## src/rtl/ooo_pkg.sv

```systemverilog
// Shared types for the out-of-order LEGv8 pipeline: ROB entry layout, default
// ROB depth and the controlOOO command encoding.
package ooo_pkg;

   localparam int ROB_DEPTH  = 8;
   localparam int ROB_DATA_W = 64;

   typedef struct packed {
      logic                  busy;
      logic                  done;
      logic [4:0]            rd;
      logic                  regWrite;
      logic                  isStore;
      logic [ROB_DATA_W-1:0] data;
   } rob_entry_t;

   typedef enum logic [2:0] {
      CMD_NOP,
      CMD_ALLOC,
      CMD_WB,
      CMD_COMMIT,
      CMD_FLUSH
   } commandType_t;

endpackage

```

## src/rtl/rob_ptr.sv

```systemverilog
// Circular-buffer pointer with a wrap bit in the MSB; clear beats increment.
module rob_ptr #(
   parameter int W = 4
) (
   input  logic         clk,
   input  logic         reset,
   input  logic         clr,
   input  logic         inc,
   output logic [W-1:0] ptr
);

   logic [W-1:0] ptr_q;
   logic [W-1:0] ptr_d;

   always_comb begin
      ptr_d = ptr_q;
      if (clr) begin
         ptr_d = '0;
      end else if (inc) begin
         ptr_d = ptr_q + W'(1);
      end
   end

   always_ff @(posedge clk or negedge reset) begin
      if (!reset) begin
         ptr_q <= '0;
      end else begin
         ptr_q <= ptr_d;
      end
   end

   assign ptr = ptr_q;

endmodule

```

## src/rtl/rob_ooo.sv

```systemverilog
// Reorder buffer: in-order allocate, out-of-order writeback by tag, in-order
// retire of the head entry, with a flush that discards everything in flight.
module rob_ooo
   import ooo_pkg::*;
#(
   parameter int DEPTH  = ROB_DEPTH,
   parameter int DATA_W = 64,
   parameter int TAG_W  = $clog2(DEPTH)
) (
   input  logic              clk,
   input  logic              reset,
   input  logic              alloc_valid,
   output logic              alloc_ready,
   input  logic [4:0]        alloc_rd,
   input  logic              alloc_regWrite,
   input  logic              alloc_isStore,
   output logic [TAG_W-1:0]  alloc_tag,
   input  logic              wb_valid,
   input  logic [TAG_W-1:0]  wb_tag,
   input  logic [DATA_W-1:0] wb_data,
   output logic              commit_valid,
   input  logic              commit_ready,
   output logic [4:0]        commit_rd,
   output logic              commit_regWrite,
   output logic              commit_isStore,
   output logic [DATA_W-1:0] commit_data,
   input  logic              flush,
   output logic [TAG_W:0]    count
);

   logic [TAG_W:0]     head;
   logic [TAG_W:0]     tail;
   logic [TAG_W-1:0]   head_idx;
   logic [TAG_W-1:0]   tail_idx;
   logic               full;
   logic               alloc_fire;
   logic               commit_fire;

   logic [DEPTH-1:0]   busy_vec;
   logic [DEPTH-1:0]   done_vec;
   logic [4:0]         rd_arr   [DEPTH];
   logic [DEPTH-1:0]   regw_vec;
   logic [DEPTH-1:0]   store_vec;
   logic [DATA_W-1:0]  data_arr [DEPTH];

   assign head_idx    = head[TAG_W-1:0];
   assign tail_idx    = tail[TAG_W-1:0];
   assign full        = (head_idx == tail_idx) && (head[TAG_W] != tail[TAG_W]);
   assign alloc_ready = !full;
   assign alloc_tag   = tail_idx;
   assign count       = tail - head;

   assign commit_valid    = busy_vec[head_idx] && done_vec[head_idx];
   assign commit_rd       = rd_arr[head_idx];
   assign commit_regWrite = regw_vec[head_idx];
   assign commit_isStore  = store_vec[head_idx];
   assign commit_data     = data_arr[head_idx];

   assign alloc_fire  = alloc_valid && alloc_ready && !flush;
   assign commit_fire = commit_valid && commit_ready && !flush;

   rob_ptr #(.W(TAG_W + 1)) u_head (
      .clk   (clk),
      .reset (reset),
      .clr   (flush),
      .inc   (commit_fire),
      .ptr   (head)
   );

   rob_ptr #(.W(TAG_W + 1)) u_tail (
      .clk   (clk),
      .reset (reset),
      .clr   (flush),
      .inc   (alloc_fire),
      .ptr   (tail)
   );

   genvar gi;
   generate
      for (gi = 0; gi < DEPTH; gi++) begin : gen_entry
         localparam logic [TAG_W-1:0] IDX = TAG_W'(gi);

         logic              busy_q,  busy_d;
         logic              done_q,  done_d;
         logic [4:0]        rd_q,    rd_d;
         logic              regw_q,  regw_d;
         logic              store_q, store_d;
         logic [DATA_W-1:0] data_q,  data_d;

         // Later assignments win: writeback, then retire, then allocate, then flush.
         always_comb begin
            busy_d  = busy_q;
            done_d  = done_q;
            rd_d    = rd_q;
            regw_d  = regw_q;
            store_d = store_q;
            data_d  = data_q;
            if (wb_valid && (wb_tag == IDX) && busy_q) begin
               done_d = 1'b1;
               data_d = wb_data;
            end
            if (commit_fire && (head_idx == IDX)) begin
               busy_d = 1'b0;
               done_d = 1'b0;
            end
            if (alloc_fire && (tail_idx == IDX)) begin
               busy_d  = 1'b1;
               done_d  = 1'b0;
               rd_d    = alloc_rd;
               regw_d  = alloc_regWrite;
               store_d = alloc_isStore;
            end
            if (flush) begin
               busy_d = 1'b0;
               done_d = 1'b0;
            end
         end

         // Payload is cleared too so the commit fields read zero under reset.
         always_ff @(posedge clk or negedge reset) begin
            if (!reset) begin
               busy_q  <= 1'b0;
               done_q  <= 1'b0;
               rd_q    <= '0;
               regw_q  <= 1'b0;
               store_q <= 1'b0;
               data_q  <= '0;
            end else begin
               busy_q  <= busy_d;
               done_q  <= done_d;
               rd_q    <= rd_d;
               regw_q  <= regw_d;
               store_q <= store_d;
               data_q  <= data_d;
            end
         end

         assign busy_vec[gi]  = busy_q;
         assign done_vec[gi]  = done_q;
         assign rd_arr[gi]    = rd_q;
         assign regw_vec[gi]  = regw_q;
         assign store_vec[gi] = store_q;
         assign data_arr[gi]  = data_q;
      end
   endgenerate

endmodule
```

## config.mk

```make
export PLATFORM = sky130hd
export DESIGN_NAME = rob_ooo
export DESIGN_NICKNAME = d
export VERILOG_FILES = /design/src/rtl/ooo_pkg.sv /design/src/rtl/rob_ptr.sv /design/src/rtl/rob_ooo.sv
export SDC_FILE = /design/constraint.sdc
export NUM_CORES = 1
export LEC_CHECK = 0
export CAP_MARGIN = 5
export CORE_MARGIN = 1
export CORE_UTILIZATION = 70
export CTS_BUF_LIST = sky130_fd_sc_hd__clkbuf_8
export CTS_CLUSTER_SIZE = 25
export DETAILED_ROUTE_END_ITERATION = 7
export DONT_BUFFER_PORTS = 1
export PLACE_DENSITY = 0.83
export SKIP_CTS_REPAIR_TIMING = 1
export SYNTH_ARGS = -nofsm -noshare
export SYNTH_HDL_FRONTEND = slang
export SYNTH_SLANG_ARGS = --single-unit
```

## constraint.sdc

```tcl
create_clock -name clk -period 3.84 [get_ports clk]
set_input_delay 0.768 -clock clk [delete_from_list [all_inputs] [get_ports clk]]
set_output_delay 0.768 -clock clk [all_outputs]
set_load 0.005 [all_outputs]
```

==> run summary <==
TritonCTS clock tree = done
Reg-to-Reg Start = u_head.ptr[2]$_DFFE_PN0P_
DRC viols = 0
Violated checks = negative hold slack, max-slew violations
Layout cells sized above 1 = 0.484
Worst Setup Slack post-DPL = 1030 ps
Post-synthesis register bit count = 592
Reg2Reg Depth = 6
Number of DRC markers in iteration 0 = 830
Worst setup SP type = flop
Vias = 14948
Sum Neg Setup Slack = 0 ps
Clock Skews = 26.2 ps
Post-detail-place hpwl = 32500 um
Peak VDD IR = 360 uV
Cell with the most instances after synthesis = dfrtp_1
Synth Warn # = 0
Via density = 6.33
Sw Ratio = 0.236
Leak = 14.3 nW
Combinational share of power = 0.102
Post-layout nets = 1879
Sequential Power Share = 0.527
GRT Resource Usage Total = 0.306
Die W = 198 um
WL/cell = 23.8 um
Net Switching = 3.23 mW
Largest net degree at the start of global routing = 593
H-tree lvl count = 3
Die height = 198 um
Final min period = 3420 ps
Post-synth EDFFs = 0
Power per cell area = 469 mW/mm^2
Initial antenna violation count = 1
Final Setup Violations = 0
# Max-Cap Violations = 0
Register area share after synthesis = 0.552
Pre-Repair DR Iteration Count = 4
Post-Syn Instances = 1776
Mapped Area = 0.0269 mm^2
CORE AREA = 0.0378 mm^2
P&R area growth vs syn = 8.47%
Fin area = 0.0291 mm^2
Max-slew headroom = -0.335
Dpl cell area = 0.0273 mm^2
Final GP Congestion = 0.809
Max FO, Critical Path = 35
CTS sink cnt = 592
Total grt overflow = 0
Worst R2R Setup Slack = 950 ps
RR Endpoint = gen_entry[0].rd_q[2]$_DFFE_PN0P_
Post-synth top cells = 592 x dfrtp_1, 568 x mux2_2, 220 x nand2_1, 142 x mux4_2, 60 x buf_2
Count of cell types in the netlist = 59
Clock transition at path regs = 60 ps
Worst Hold Class = in2async
Post-route ant nets = 0
TritonCTS buffer count = 94
Top FF cell, synth = dfrtp_1
Final setup margin = 425 ps
Unrepaired setup endpoints after global routing = false
Max Freq = 0.293 GHz
Crit path DAT = 2650 ps
Clock Latency Late Sink = 670 ps
Internal = 10.4 mW
DRT Wirelength = 56200 um
Vias in the first global route = 16287
Setup crit end kind = primary output
Outcome = finished with violations
Final Cycle Share = 0.889
Initial Utilization = 0.711
WS Path Type = reg2out
Async SR Flop Fraction = 1.00
Mean Syn Cell Area = 15.1 um^2
Synth top area share = 0.552
Syn_nets = 1872
Overall Power = 13.7 mW
IO Count = 160
Hold Violations, Final = 70
Worst hold margin = -189 ps
Rows = 71
PortBufs = 0
Clock Power Share = 0.371
First-pass GRT wire length = 90700 um
Fillers = 2201
Slew at the pin closest to its max-slew limit = 2000 ps
Largest cells by area after synthesis = dfrtp_1 55%, mux2_2 24%, mux4_2 12%
Clock Path Buffers = 3
Crit path required time = 3070 ps
Synth area leader = dfrtp_1
Die footprint = 0.0392 mm^2
Root buf cell = clkbuf_8
Max-slew violations = 291
==> cells by family (layout without fill, tap and decap cells) <==
kind of cell    after synthesis  after routing  synth area share
mux                         711            711             0.358
xor+xnor                      5              5           0.00191
flops                       592            592             0.552
simple gates                273            273            0.0443
other cells                   0              2                 0
compound gates               42             42            0.0136
fa+ha+maj                    16             16           0.00773
buf+inv                     137            209            0.0233
==> per-stage QoR <==
| stage | hold WS, ps | utilization | std cells |
|---|---|---|---|
| 2_1_floorplan | 472 | - | 1776 |
| 3_3_place_gp | 481 | 0.724 | 2198 |
| 3_5_place_dp | 487 | 0.724 | 2198 |
| 4_1_cts | -223 | 0.772 | 2359 |
| 5_1_grt | -227 | 0.772 | 2359 |
| 6_report | -189 | 0.772 | 2361 |
==> how the worst max path moves through the flow <==
stage | cells after the start | from | end
floorplan | 10 | u_head.ptr[2]$_DFFE_PN0P_ | gen_entry[1].rd_q[0]$_DFFE_PN0P_
global placement | 4 | u_head.ptr[0]$_DFFE_PN0P_ | commit_data[42]
detailed placement | 6 | u_head.ptr[2]$_DFFE_PN0P_ | gen_entry[0].rd_q[4]$_DFFE_PN0P_
CTS | 4 | u_head.ptr[0]$_DFFE_PN0P_ | commit_data[47]
global route | 4 | u_head.ptr[0]$_DFFE_PN0P_ | commit_data[47]
finish | 4 | u_head.ptr[0]$_DFFE_PN0P_ | commit_data[47]
==> sequential cells by signal, summed over array words and instances (netlist names) <==
signal,flops
gen_entry.busy_q,8
gen_entry.data_q,512
gen_entry.done_q,8
gen_entry.rd_q,40
gen_entry.regw_q,8
gen_entry.store_q,8
u_head.ptr,4
u_tail.ptr,4
==> metal layers <==
metal  global-route usage  routed length (um)
met5                    0                   0
met4               0.0913                1230
met3               0.0770                3580
met2                0.509               28100
met1                0.400               23300
==> power groups by stage <==
stage | registers [mW] | logic (mW) | clock network (mW)
2_1_floorplan | 7.16 | 1.20 | 0
3_3_place_gp | 7.24 | 1.34 | 0
4_1_cts | 7.19 | 1.41 | 5.17
3_5_place_dp | 7.30 | 1.41 | 0
6_report | 7.20 | 1.40 | 5.06
5_1_grt | 7.27 | 1.53 | 5.45
==> worst max-delay path, cell delays in order (launching register included) <==
cell     delay (ps)
dfrtp_4         820
buf_12          360
mux4_2          550
nand2_1          90
nand2_1         140
==> layout by cell type, fill, tap and decap left out, types with 3 or more instances in the layout <==
cell,count
ha_1,15
inv_1,54
nand3_1,3
o21bai_1,3
dfrtp_1,589
clkinv_2,5
dfrtp_4,3
nand2_1,220
a21oi_1,5
nor2b_1,5
buf_4,20
and2_1,3
a21bo_2,3
nand3_2,3
nand2b_1,3
clkinvlp_4,4
and3_1,7
a211oi_1,6
a31oi_1,3
mux2_2,568
clkbuf_8,114
nand3_4,6
buf_12,8
nor2_1,6
mux4_2,142
==> area by class of cell <==
| cell class | instances | area, um^2 | share of cell area |
|---|---|---|---|
| Tap cell | 511 | 639 | 0.0219 |
| Inverter | 20 | 76.3 | 0.00262 |
| Antenna cell | 2 | 5.00 | 0.000172 |
| Timing Repair Buffer | 28 | 310 | 0.0106 |
| Clock buffer | 114 | 1570 | 0.0538 |
| Clock inverter | 47 | 216 | 0.00743 |
| Multi-Input combinational cell | 1047 | 11500 | 0.395 |
| Sequential cell | 592 | 14800 | 0.509 |
No activity file was read; power rests on OpenSTA's default activity.
